==> config.mk <==
export PLATFORM = sky130hd
export DESIGN_NAME = rx_injector_flat
export DESIGN_NICKNAME = d
export VERILOG_FILES = /design/src/rtl/noc_pkg.sv /design/src/rtl/rx_injector_if.sv /design/src/rtl/sync_2ff.sv /design/src/rtl/rx_injector.sv /design/src/flat_wrapper.sv
export SDC_FILE = /design/constraint.sdc
export NUM_CORES = 1
export LEC_CHECK = 0
export CAP_MARGIN = 5
export CORE_AREA = 2 2 56 58
export CTS_CLUSTER_DIAMETER = 200
export CTS_CLUSTER_SIZE = 8
export DETAILED_ROUTE_END_ITERATION = 6
export DIE_AREA = 0 0 58 60
export GPL_TIMING_DRIVEN = 0
export HOLD_SLACK_MARGIN = 0.05
export PLACE_DENSITY = 0.92
export SYNTH_ARGS = -nofsm -noshare
export SYNTH_HDL_FRONTEND = slang
export SYNTH_SLANG_ARGS = --single-unit
==> constraint.sdc <==
create_clock -name clk -period 3.25 [get_ports clk]
set_input_delay 0.325 -clock clk [delete_from_list [all_inputs] [get_ports clk]]
set_output_delay 0.325 -clock clk [all_outputs]
set_load 0.02 [all_outputs]
==> src/rtl/noc_pkg.sv <==
// noc_pkg: definitions shared by the clocked NoC endpoints.
//   DR_SPACER / DR_ZERO / DR_ONE : dual-rail codes on a {rail1, rail0} pair
//   NOC_WID_DEF / ROUTE_WID_DEF  : default payload and routing widths
//   state_t                      : injector FSM states
package noc_pkg;

  localparam logic [1:0] DR_SPACER = 2'b00;
  localparam logic [1:0] DR_ZERO   = 2'b01;
  localparam logic [1:0] DR_ONE    = 2'b10;

  localparam int NOC_WID_DEF   = 16;
  localparam int ROUTE_WID_DEF = 4;

  typedef enum logic [1:0] {
    RESYNC = 2'd0,
    IDLE   = 2'd1,
    DRIVE  = 2'd2,
    SPACER = 2'd3
  } state_t;

endpackage

==> src/rtl/rx_injector_if.sv <==
// rx_injector_if: parallel packet handshake into the injector.
//   in_valid  packet offered (master -> slave)
//   in_ready  injector idle and able to accept (slave -> master)
//   in_route  routing bits, MSB consumed by the tree root
//   in_data   payload bits
interface rx_injector_if
  import noc_pkg::*;
#(
  parameter int NOC_WID   = NOC_WID_DEF,
  parameter int ROUTE_WID = ROUTE_WID_DEF
);

  logic                 in_valid;
  logic                 in_ready;
  logic [ROUTE_WID-1:0] in_route;
  logic [NOC_WID-1:0]   in_data;

  modport master (output in_valid, output in_route, output in_data, input in_ready);
  modport slave  (input in_valid, input in_route, input in_data, output in_ready);

endinterface

==> src/rtl/sync_2ff.sv <==
// sync_2ff: two-flop synchroniser for a single asynchronous input.
//   clk    destination clock
//   rstn   asynchronous active-low reset; both flops load RST_VAL
//   d      asynchronous input
//   q      synchronised output
module sync_2ff #(
  parameter logic RST_VAL = 1'b1
) (
  input  logic clk,
  input  logic rstn,
  input  logic d,
  output logic q
);

  logic meta;

  always_ff @(posedge clk or negedge rstn) begin
    if (!rstn) begin
      meta <= RST_VAL;
      q    <= RST_VAL;
    end else begin
      meta <= d;
      q    <= meta;
    end
  end

endmodule

==> src/rtl/rx_injector.sv <==
// rx_injector: accepts one {route, payload} packet per valid/ready transfer
// and serialises it MSB-first onto a 4-phase return-to-zero dual-rail
// channel feeding the root of the RX request tree.
//   clk    sole clock
//   rstn   asynchronous active-low reset
//   up     packet handshake (slave side)
//   busy   packet in flight (DRIVE or SPACER)
//   pr     frame, high from the first bit to the end of the last spacer
//   pd     dual-rail bit: 00 spacer, 01 '0', 10 '1'
//   pa     asynchronous acknowledge from the tree root
module rx_injector
  import noc_pkg::*;
#(
  parameter int NOC_WID   = NOC_WID_DEF,
  parameter int ROUTE_WID = ROUTE_WID_DEF
) (
  input  logic          clk,
  input  logic          rstn,
  rx_injector_if.slave  up,
  output logic          busy,
  output logic          pr,
  output logic [1:0]    pd,
  input  logic          pa
);

  localparam int TOT_W = ROUTE_WID + NOC_WID;
  localparam int CNT_W = $clog2(TOT_W);
  localparam logic [CNT_W-1:0] LAST = CNT_W'(TOT_W - 1);

  function automatic logic [1:0] dr_code(input logic b);
    return b ? DR_ONE : DR_ZERO;
  endfunction

  state_t           state;
  logic [TOT_W-1:0] sreg;
  logic [CNT_W-1:0] cnt;
  logic             pa_s;

  // pa is driven by the self-timed tree; only the synchronised copy is used.
  // Resetting to 1 keeps the FSM in RESYNC until a low acknowledge is seen.
  sync_2ff #(.RST_VAL(1'b1)) u_pa_sync (
    .clk  (clk),
    .rstn (rstn),
    .d    (pa),
    .q    (pa_s)
  );

  // Control and all outputs are registered so the channel never glitches.
  always_ff @(posedge clk or negedge rstn) begin
    if (!rstn) begin
      state       <= RESYNC;
      up.in_ready <= 1'b0;
      busy        <= 1'b0;
      pr          <= 1'b0;
      pd          <= DR_SPACER;
      cnt         <= '0;
    end else begin
      case (state)
        RESYNC: begin
          if (!pa_s) begin
            state       <= IDLE;
            up.in_ready <= 1'b1;
          end
        end
        IDLE: begin
          if (up.in_valid && up.in_ready) begin
            state       <= DRIVE;
            up.in_ready <= 1'b0;
            busy        <= 1'b1;
            pr          <= 1'b1;
            pd          <= dr_code(up.in_route[ROUTE_WID-1]);
            cnt         <= '0;
          end
        end
        DRIVE: begin
          if (pa_s) begin
            state <= SPACER;
            pd    <= DR_SPACER;
          end
        end
        SPACER: begin
          if (!pa_s) begin
            if (cnt == LAST) begin
              state       <= IDLE;
              up.in_ready <= 1'b1;
              busy        <= 1'b0;
              pr          <= 1'b0;
            end else begin
              state <= DRIVE;
              cnt   <= cnt + 1'b1;
              // Next bit is the one about to become the MSB after the shift.
              pd    <= dr_code(sreg[TOT_W-2]);
            end
          end
        end
        default: begin
          state <= RESYNC;
        end
      endcase
    end
  end

  // Shift register is pure data: loaded at acceptance, shifted per spacer.
  always_ff @(posedge clk) begin
    if (state == IDLE && up.in_valid && up.in_ready) begin
      sreg <= {up.in_route, up.in_data};
    end else if (state == SPACER && !pa_s && cnt != LAST) begin
      sreg <= sreg << 1;
    end
  end

endmodule
==> src/flat_wrapper.sv <==
// flat-port wrapper written by rule: the top's interface ports become plain ports
module rx_injector_flat import noc_pkg::*;
#(
  parameter int NOC_WID   = NOC_WID_DEF,
  parameter int ROUTE_WID = ROUTE_WID_DEF
)
  (clk, rstn, busy, pr, pd, pa, up_in_valid, up_in_route, up_in_data, up_in_ready);
  rx_injector_if #(.NOC_WID(NOC_WID), .ROUTE_WID(ROUTE_WID)) up_i ();
  input  logic clk;
  input  logic rstn;
  output logic busy;
  output logic pr;
  output logic [1:0] pd;
  input  logic pa;
  input wire logic [$bits(up_i.in_valid)-1:0] up_in_valid;
  input wire logic [$bits(up_i.in_route)-1:0] up_in_route;
  input wire logic [$bits(up_i.in_data)-1:0] up_in_data;
  output wire logic [$bits(up_i.in_ready)-1:0] up_in_ready;
  assign up_i.in_valid = up_in_valid;
  assign up_i.in_route = up_in_route;
  assign up_i.in_data = up_in_data;
  assign up_in_ready = up_i.in_ready;
  rx_injector #(.NOC_WID(NOC_WID), .ROUTE_WID(ROUTE_WID)) u_core (.clk(clk), .rstn(rstn), .up(up_i), .busy(busy), .pr(pr), .pd(pd), .pa(pa));
endmodule
# Word-level counts from Yosys, hierarchy flattened
# Cells that the tools add are included.
# word_totals
register_bits	32
wordCells	64
inputBits	24
# classes
n_eq_ne	11
reduce_logical	16
n_mux	28
n_addsub	1
# op_table
cell	count
$mux W19	2
$mux W2	11
$mux W5	3
$reduce_and A4 Y1	3
$pmux W5 S2	1
$reduce_and A5 Y1	2
$ne A2 B2 Y1 const B	4
$pmux W2 S4	1
$mux W1	7
$pmux W2 S3	1
$reduce_bool A3 Y1	2
$add A5 B1 Y5 const B	1
$eq A5 B5 Y1 const B	1
$logic_and A1 B1 Y1	5
$ne A5 B5 Y1 const B	1
$eq A2 B2 Y1 const B	2
$ne A2 B1 Y1 const B	2
$reduce_bool A2 Y1	2
$pmux W1 S3	1
$eq A2 B1 Y1 const B	1
$logic_not A2 Y1	1
$pmux W1 S2	1
$logic_not A1 Y1	1

# Longest topological paths before layout
# Gate-level depths: netlist (run 1).
# logic_depth
word_depth	5
mapped_depth	5
ltp_nobuf	4

# Hierarchy
# A second synthesis (run 1) with hierarchy kept.
# unflattened
hier_cells	108
area_unflattened_um2	1560.2
# by_module_without_submodules
module	cells_per_inst	area_per_inst_um2	n_inst
rx_injector	106	1507.7	1
sync_2ff	2	52.6	1

# Worst setup path after synthesis (run 1)
# OpenSTA, ideal clock, no wires.
# synth_path
path_type	register -> register
from	register u_core.cnt[0]
to	register u_core.sreg[0] (enable)
setup_time_ps	383
setup_slack_ps	1309
path_buffers	1
stages_incl_launch_ff	5
t_arrival_ps	1558
path_cell_list	dfrtp_1 -> ha_1 -> and4bb_1 -> buf_6 -> o21ai_2
# synth_between
elab_chain_len	3
# synth_rtl
item	line	rtl
start: declaration	rx_injector.sv:36	logic [CNT_W-1:0] cnt;
start signal: assignment	rx_injector.sv:90	cnt <= cnt + 1'b1;
$ne A5 B5 Y1	rx_injector.sv:107	end else if (state == SPACER && !pa_s && cnt != LAST) begin
$logic_and A1 B1 Y1	rx_injector.sv:107	
$reduce_bool A2 Y1 (no source line)	n/a	
end signal: assignment	rx_injector.sv:106	sreg <= {up.in_route, up.in_data};
end signal: assignment	rx_injector.sv:108	sreg <= sreg << 1;
end: declaration	rx_injector.sv:35	logic [TOT_W-1:0] sreg;
# Every way passes these cells.
# A chain may end at the register's enable or synchronous reset.

# Worst setup path after layout (run 1)
# layout_path
from	register u_core.cnt[0]
to	register u_core.sreg[1] (enable)
# Same word-level chain as after synthesis.

==> results.txt, run 1 <==
clk slew on worst S/H paths = 100 ps
Worst-Margin Slew = 1060 ps
die area = 0.00348 sq mm
placer congestion estimate = 0.777
Lkg Pwr = 0.741 nW
status = complete, no violations
Tmin final = 2250 ps
IO Port Bufs = 28
PwrDens = 718 mW/mm^2
Die Wd = 58 um
Core Region = 0.00290 sq mm
endpoints failing setup = 0
unrepaired setup endpoints after global routing = false
num rows = 20
total gr overflow = 0
initial antenna violation count = 0
Area Overhead vs Synth = 24.7%
data required time at the worst endpoint = 3220 ps
Vias/cell = 5.52
Synth Register Bits = 32
ys async rst share = 0.406
cells after synthesis = 106
Hold Buf Count CTS = 0
number of global-route vias before repair = 1007
Distinct cells, synth = 34
final hold vios = 0
mapped cell area = 0.00150 sq mm
min-delay worst type = in2async
TritonCTS buffer count = 5
Post-Route WL = 2.79 mm
H-tree depth = 2
Mean Syn Cell Area = 14.2 sq um
TritonRoute pass-1 iters = 4
commonest cells after routing, fill and taps aside = 28 x clkdlybuf4s50_1, 19 x edfxtp_1, 18 x mux2_2, 11 x dfrtp_1, 8 x inv_1
final period utilization = 0.691
Ant. Diodes = 0
commonest non-fill, non-tap cell in the layout = clkdlybuf4s50_1
Seq/Total Area, Yosys = 0.599
critical path's top delay family = compound AO/OA/AOI/OAI gates
layout net count = 166
Die Y = 60 um
WL/cell = 15.9 um
CP Max Fanout = 22
Clock Skews = 12.6 ps
setup TNS = 0 ps
critical path arrival = 2210 ps
Slew headroom = 0.293
Max-Cap Viols = 0
CP Cell Sequence = ha_1 > and4bb_1 > buf_6 > o21ai_2
largest net degree at the start of global routing = 23
Synth Flop Type = edfxtp_1
clock buffer depth = 2
Max Clk Rate = 445 MHz
Initial Util = 0.517
GRT Total Usage = 0.182
HPWL after detailed placement = 1.98 mm
Crit-path slowest cell = o21ai_2
first-pass GRT wire length = 4.44 mm
Buf/Inv on CP = 1
Pwr Total = 1.34 mW
Clock Latency Late Sink = 350 ps
TritonCTS clock tree = done
syn nets = 131
DR iter-0 viols = 19
CP endpoint kind = register
crit path launch type = register
DRC Markers = 0
Post-synth EDFFs = 19
post-CTS setup buffer count = 0
Yosys Warn Count = 0
fraction of layout cells with a size suffix above 1 = 0.254
clk sinks = 32
Top Ports = 29
Setup CP Type = reg2reg
max-slew violations = 0
CTS root buffer = clkbuf_4
Max IR drop VDD = 0.000496 V
vias = 966
Post-CTS Resized = 0
final antenna-violating net count = 0
slowest stage delay, CP = 830 ps
[state kept, by name (all words and copies together) (netlist names)]
register	count
u_core.busy	1
u_core.cnt	5
u_core.pd	2
u_core.sreg	19
u_core.state	2
u_core.u_pa_sync.meta	1
u_core.u_pa_sync.q	1
u_core.up.in_ready	1
[cells by family after synthesis]
family,Yosys count,share of synthesized area
DFF,32,0.599
muxes,22,0.163
and+or+nand+nor,19,0.0851
AOI/OAI and AO/OA,18,0.0968
buffers and inverters,14,0.0475
adders and majority gates,1,0.00834
[power by group]
part	internal [mW]	total (mW)	switching (mW)	leakage, nW
logic	0.239	0.456	0.217	0.387
registers	0.588	0.666	0.0782	0.328
clock network	0.0830	0.221	0.138	0.0269
[cell type report]
type	count	area (sq um)
Fill cell	230	1030
Sequential cell	32	898
Multi-Input combinational cell	60	531
Timing Repair Buffer	28	280
Clock buffer	7	45.0
Buffer	6	41.3
Tap cell	33	41.3
Inverter	8	30.0
Clock inverter	1	3.75
[worst paths after layout]
path	startpoint	end	slack (ps)	cells after the start
max	u_core.cnt[0]	u_core.sreg[1]	1000	4
max in group asynchronous	rstn	u_core.u_pa_sync.meta	2520	1
max reg2reg	u_core.cnt[0]	u_core.sreg[1]	1000	4
min in group clk	u_core.u_pa_sync.meta	u_core.u_pa_sync.q	360	0
min reg2reg	u_core.u_pa_sync.meta	u_core.u_pa_sync.q	360	0
min	rstn	u_core.busy	340	1
[routing by layer]
metal	up-vias	wire length (um)	GRT usage
li1	464	-	-
met1	465	1140	0.211
met2	30	1430	0.299
met3	7	143	0.0476
met4	0	70	0.120
met5	-	0	0
[synth_stat cells (2+ instances only)]
master    instances  share of area
nand2_1           2         0.0050
dfrtp_1          11           0.18
mux2_2           18           0.14
o22ai_1           2         0.0083
mux2_1            2          0.015
buf_2             3          0.010
inv_1             8          0.020
nand3_1           6          0.020
edfxtp_1         19           0.38
dfstp_2           2          0.035
buf_4             2          0.010
nor2_1            3         0.0075
mux2i_1           2          0.013
o21ai_0           4          0.013
nand3b_1          2          0.010
a21bo_2           2          0.013
[stage by stage]
| step | setup WS [ps] | util | cells | hold WS, ps | cell area (sq um) |
|---|---|---|---|---|---|
| after floorplan | 1310 | - | 106 | 29.4 | 1500 |
| after global placement | 1080 | 0.628 | 167 | 346 | 1820 |
| after detailed placement | 978 | 0.628 | 167 | 353 | 1820 |
| after CTS | 961 | 0.644 | 175 | 347 | 1870 |
| after global routing | 833 | 0.644 | 175 | 373 | 1870 |
| final | 1000 | 0.644 | 175 | 336 | 1870 |
No activity file was read; power rests on OpenSTA's default activity.
==> inputs of run 2 (changes only) <==
Settings changed: CORE_AREA 2 2 56 58 to 2 2 61 63, DIE_AREA 0 0 58 60 to 0 0 63 65, PLACE_DENSITY 0.92 to 0.83.
Clock period 3.25 ns to 1.9 ns, I/O delays scaled along.
==> run 2 against run 1 <==
Against the previous run: sequential share of layout area fell by 1.2 points; die area rose by 18%; highest routed layer unchanged; fmax rose by 31%; global-route usage fell by 4.0 points; clock power rose by 67%; count of clock-buffer cells in the layout fell by 1.
==> results.txt, run 2 (synthesized netlist as in run 1, its figures left out) <==
status = complete, no violations (unchanged)
IO Port Bufs = 28 (unchanged)
Lkg Pwr = 0.747 nW (was 0.741 nW)
Core Region = 0.00350 sq mm (was 0.00290 sq mm)
min-delay worst type = in2async (unchanged)
fraction of layout cells with a size suffix above 1 = 0.266 (was 0.254)
endpoints failing setup = 0 (unchanged)
R2R Path End = u_core.sreg[2] (was u_core.sreg[1])
critical path launch point = u_core.cnt[0] (unchanged)
GRT Total Usage = 0.142 (was 0.182)
Max-Cap Viols = 0 (unchanged)
slowest stage delay, CP = 410 ps (was 830 ps)
TritonCTS clock tree = done (unchanged)
Ant. Diodes = 0 (unchanged)
CP Max Fanout = 11 (was 22)
Initial Util = 0.429 (was 0.517)
crit path launch type = register (unchanged)
Clock Skews = 6.13 ps (was 12.6 ps)
Slew headroom = 0.594 (was 0.293)
final period utilization = 0.904 (was 0.691)
vias = 961 (was 966)
first-pass GRT wire length = 4.29 mm (was 4.44 mm)
unrepaired setup endpoints after global routing = false (unchanged)
fin worst setup slack = 183 ps (was 1000 ps)
CP endpoint kind = register (unchanged)
final hold vios = 0 (unchanged)
TritonRoute pass-1 iters = 4 (unchanged)
Max IR drop VDD = 0.000620 V (was 0.000496 V)
Critical Path End = u_core.sreg[2] (was u_core.sreg[1])
placed inst area = 0.00185 sq mm (was 0.00182 sq mm)
Max Clk Rate = 582 MHz (was 445 MHz)
Setup CP Type = reg2reg (unchanged)
total gr overflow = 0 (unchanged)
initial antenna violation count = 0 (unchanged)
die area = 0.00410 sq mm (was 0.00348 sq mm)
commonest non-fill, non-tap cell in the layout = clkdlybuf4s50_1 (unchanged)
data required time at the worst endpoint = 1890 ps (was 3220 ps)
max reg flops = 19 (unchanged)
Area Overhead vs Synth = 27.8% (was 24.7%)
Tmin final = 1720 ps (was 2250 ps)
largest net degree at the start of global routing = 14 (was 23)
Worst-Margin Slew = 607 ps (was 1060 ps)
Top Ports = 29 (unchanged)
PwrDens = 1200 mW/mm^2 (was 718 mW/mm^2)
H-tree depth = 2 (unchanged)
layout net count = 167 (was 166)
worst r2r path cells = 4 (unchanged)
clk slew on worst S/H paths = 100 ps (about the same)
max-slew violations = 0 (unchanged)
clk sinks = 32 (unchanged)
Die Y = 65 um (was 60 um)
Hold Buf Count CTS = 0 (unchanged)
placer congestion estimate = 0.720 (was 0.777)
Clock Latency Late Sink = 340 ps (was 350 ps)
CTS root buffer = clkbuf_4 (unchanged)
DR iter-0 viols = 32 (was 19)
Die Wd = 63 um (was 58 um)
DRC Markers = 0 (unchanged)
Fin Hold WS = 226 ps (was 336 ps)
TritonCTS buffer count = 5 (unchanged)
worst slack at placement = -66.6 ps (was 978 ps)
Largest regs = u_core.sreg x19, u_core.cnt x5 (unchanged)
commonest cells after routing, fill and taps aside = 28 x clkdlybuf4s50_1, 19 x edfxtp_1, 18 x mux2_2, 11 x dfrtp_1, 8 x inv_1 (unchanged)
clock buffer depth = 2 (unchanged)
Post-Route WL = 2.59 mm (was 2.79 mm)
Vias/cell = 5.03 (was 5.52)
HPWL after detailed placement = 1.84 mm (was 1.98 mm)
number of global-route vias before repair = 967 (was 1007)
WL/cell = 13.5 um (was 15.9 um)
num rows = 22 (was 20)
final antenna-violating net count = 0 (unchanged)
critical path arrival = 1710 ps (was 2210 ps)
RR Startpoint = u_core.cnt[0] (unchanged)
CP Cell Sequence = ha_1 > and4bb_1 > buf_6 > o21ai_4 (was ha_1 > and4bb_1 > buf_6 > o21ai_2)
setup slack, reg-to-reg = 180 ps (was 1000 ps)
Final Cell Area = 0.00192 sq mm (was 0.00187 sq mm)
Crit-path slowest cell = dfrtp_1 (was o21ai_2)
Top reg by flops = u_core.sreg (unchanged)
-- run 2: cell types whose count changed in the layout (fill, tap and decap cells not counted), sizes merged --
cell,delta
o21ai,+1
clkinvlp,+1
clkbuf,-1
-- run 2: repair_timing --
action	in CTS	in global routing
setup buffers	0	0
resized for setup	0	1
cloned	1	0
endpoints found under the setup margin	22	11
pin swaps	1	0
-- run 2: area by class of cell --
cell class                 count  area [sq um]
buffer                         6          41.3
clock buffer                   6          41.3
clock inverter                 2          11.3
fill                         316          1580
inverter                       8          30.0
multi-input combinational     61           554
sequential                    32           898
tap                           48          60.1
timing repair buffer          28           280
-- run 2: where the power goes --
part	switching (mW)	internal (mW)
clock network	0.229	0.141
registers	0.125	1.00
logic	0.383	0.423
total	0.738	1.57
-- run 2: worst min path at each step --
| stage | endpoint | slack [ps] | cells past startpoint |
|---|---|---|---|
| after floorplan | u_core.busy | -110 | 0 |
| after global placement | u_core.u_pa_sync.q | 350 | 0 |
| after detailed placement | u_core.u_pa_sync.q | 350 | 0 |
| after CTS | u_core.u_pa_sync.meta | 240 | 1 |
| after global routing | u_core.u_pa_sync.meta | 230 | 1 |
| final | u_core.state[0] | 230 | 1 |
-- run 2: metrics by stage --
step	utilization	TNS [ps]	power, mW	cells
2_1_floorplan	-	0	1.66	106
4_1_cts	0.546	0	2.32	191
5_1_grt	0.548	0	2.45	191
3_3_place_gp	0.529	-287	1.88	182
3_5_place_dp	0.529	-1190	1.94	182
6_report	0.548	0	2.30	191
-- run 2: per-layer routing --
layer | share of wire | track usage
met3 | 0.060 | 0.0521
met5 | 0 | 0
met4 | 0.015 | 0.0583
met2 | 0.49 | 0.241
met1 | 0.43 | 0.162
-- run 2: critical path, delay by kind of cell, from the launching register on --
family | cells | cell delay [ps]
flip-flops | 1 | 410
AO/OA/AOI/OAI | 1 | 360
adder cells (fa/ha/maj) | 1 | 240
AND/OR/NAND/NOR | 1 | 210
buffers and inverters | 1 | 150
==> inputs of run 3 (changes only) <==
Settings changed: SETUP_SLACK_MARGIN set to 0.5.
==> run 3 against run 2 <==
Against the previous run: clock power hardly changed; final cell count is 8.4% higher; wire length rose by 17%; critical path depth up 1; worst setup slack better by 130 ps; non-clock buffer count up 16.
==> results.txt, run 3 (synthesized netlist as in run 1, its figures left out) <==
Ant. Diodes = 0 (unchanged)
Vias/cell = 5.11 (was 5.03)
clk slew on worst S/H paths = 100 ps (about the same)
logic gate share of total power = 0.422 (was 0.350)
Worst-Margin Slew = 560 ps (was 607 ps)
Slew headroom = 0.626 (was 0.594)
first-pass GRT wire length = 4.86 mm (was 4.29 mm)
max-slew violations = 0 (unchanged)
Inst Count DP = 182 (unchanged)
total gr overflow = 0 (unchanged)
final antenna-violating net count = 0 (unchanged)
CP Max Fanout = 5 (was 11)
TritonCTS clock tree = done (unchanged)
num rows = 22 (unchanged)
worst r2r path cells = 5 (was 4)
Area Overhead vs Synth = 41.2% (was 27.8%)
fraction of layout cells with a size suffix above 1 = 0.403 (was 0.266)
Post-Layout Cell Count = 207 (was 191)
status = complete, no violations (unchanged)
worst slack at placement = -8.02 ps (was -66.6 ps)
WL/cell = 14.7 um (was 13.5 um)
Post-Route WL = 3.04 mm (was 2.59 mm)
Setup CP Type = reg2reg (unchanged)
commonest non-fill, non-tap cell in the layout = clkdlybuf4s50_1 (unchanged)
TritonCTS buffer count = 5 (unchanged)
unrepaired setup endpoints after global routing = true (was false)
initial antenna violation count = 0 (unchanged)
die area = 0.00410 sq mm (unchanged)
placer congestion estimate = 0.774 (was 0.720)
Most Crowded Layer GR = met2 (unchanged)
crit path launch type = register (unchanged)
clk sinks = 32 (unchanged)
Max Clk Rate = 629 MHz (was 582 MHz)
CTS root buffer = clkbuf_4 (unchanged)
Largest regs = u_core.sreg x19, u_core.cnt x5 (unchanged)
Die Y = 65 um (unchanged)
vias = 1057 (was 961)
Sw Pwr = 847 uW (was 738 uW)
critical path arrival = 1810 ps (was 1710 ps)
layout net count = 183 (was 167)
data required time at the worst endpoint = 2120 ps (was 1890 ps)
Power Internal = 1.75 mW (was 1.57 mW)
final hold vios = 0 (unchanged)
setup TNS = 0 ps (unchanged)
M3 GR Usage = 0.0503 (was 0.0521)
endpoints failing setup = 0 (unchanged)
Clock power frac = 0.143 (was 0.160)
CP Cell Sequence = ha_2 > and4bb_1 > buf_6 > o211ai_4 > mux2_4 (was ha_1 > and4bb_1 > buf_6 > o21ai_4)
PwrDens = 1230 mW/mm^2 (was 1200 mW/mm^2)
Crit-path slowest cell = dfrtp_1 (unchanged)
Core Region = 0.00350 sq mm (unchanged)
max reg flops = 19 (unchanged)
CP endpoint kind = register (unchanged)
DR iter-0 viols = 62 (was 32)
Tmin final = 1590 ps (was 1720 ps)
area of the multi-input gates = 601 sq um (was 554 sq um)
Lkg Pwr = 0.866 nW (was 0.747 nW)
HPWL after detailed placement = 1.85 mm (was 1.84 mm)
slowest stage delay, CP = 420 ps (was 410 ps)
sw frac = 0.326 (was 0.320)
Max IR drop VDD = 0.000692 V (was 0.000620 V)
DRC Markers = 0 (unchanged)
Clock Skews = 4.44 ps (was 6.13 ps)
Clock Latency Late Sink = 330 ps (was 340 ps)
Initial Util = 0.429 (unchanged)
Die Wd = 63 um (unchanged)
commonest cells after routing, fill and taps aside = 23 x clkdlybuf4s50_1, 19 x edfxtp_1, 18 x mux2_2, 12 x buf_4, 10 x dfrtp_1 (was 28 x clkdlybuf4s50_1, 19 x edfxtp_1, 18 x mux2_2, 11 x dfrtp_1, 8 x inv_1)
Max-Cap Viols = 0 (unchanged)
FILL cells = 286 (was 316)
share of power burned in registers = 0.435 (was 0.490)
Seq. cell area = 900 sq um (was 898 sq um)
Top Ports = 29 (unchanged)
IO Port Bufs = 28 (unchanged)
GRT met1 Usage = 0.188 (was 0.162)
min-delay worst type = in2async (unchanged)
Fin Hold WS = 208 ps (was 226 ps)
TritonRoute pass-1 iters = 4 (unchanged)
M2 GR Usage = 0.261 (was 0.241)
H-tree depth = 2 (unchanged)
final period utilization = 0.837 (was 0.904)
number of global-route vias before repair = 1079 (was 967)
fin worst setup slack = 311 ps (was 183 ps)
GRT Total Usage = 0.161 (was 0.142)
Top reg by flops = u_core.sreg (unchanged)
clock buffer depth = 2 (unchanged)
largest net degree at the start of global routing = 14 (unchanged)
==> run 3: worst max-delay path, delay by kind of cell, from the launching register on <==
kind / cells / cell delay, ps
flops: 1 / 420
fa+ha+maj: 1 / 200
simple gates: 1 / 200
buf+inv: 1 / 140
compound gates: 1 / 200
mux: 1 / 320
==> run 3: power groups by stage <==
stage | Clock (mW) | Combinational, mW | Sequential [mW]
after CTS | 0.392 | 0.998 | 1.12
after floorplan | 0 | 0.540 | 1.16
after detailed placement | 0 | 0.826 | 1.15
final | 0.372 | 1.10 | 1.13
after global routing | 0.427 | 1.18 | 1.15
after global placement | 0 | 0.788 | 1.13
==> run 3: final timing paths <==
kind,slack [ps],start,end
worst min register to register,360,u_core.u_pa_sync.meta,u_core.u_pa_sync.q
worst min-delay path,210,rstn,u_core.cnt[3]
max in group asynchronous,1290,rstn,u_core.up.in_ready
min in group clk,280,pa,u_core.u_pa_sync.meta
worst max-delay path,310,u_core.cnt[0],u_core.pd[1]
worst max register to register,310,u_core.cnt[0],u_core.pd[1]
==> run 3: layout make-up <==
type,instances,area share
tap,48,0.0284
timing repair buffer,44,0.201
clock buffer,6,0.0195
clock inverter,2,0.00532
multi-input combinational,61,0.284
inverter,8,0.0142
sequential,32,0.425
buffer,6,0.0236
==> run 3: what timing repair did <==
action,4_1_cts,5_1_grt
buffers inserted,13,3
hold endpoints to repair,0,0
cloned,1,0
resized for setup,14,8
pin swaps,4,3
hold buffers,0,0
setup endpoints to repair,47,46
==> run 3: per-layer routing <==
metal	vias up	routed length (um)
met5	-	0
met4	0	63
met3	6	183
met2	33	1510
met1	518	1290
li1	500	-
==> run 3: per-stage QoR <==
step / utilization / power, mW / area, sq um
2_1_floorplan: - / 1.70 / 1530
3_3_place_gp: 0.534 / 1.92 / 1870
3_5_place_dp: 0.534 / 1.97 / 1870
4_1_cts: 0.592 / 2.51 / 2070
5_1_grt: 0.606 / 2.76 / 2120
6_report: 0.606 / 2.60 / 2120
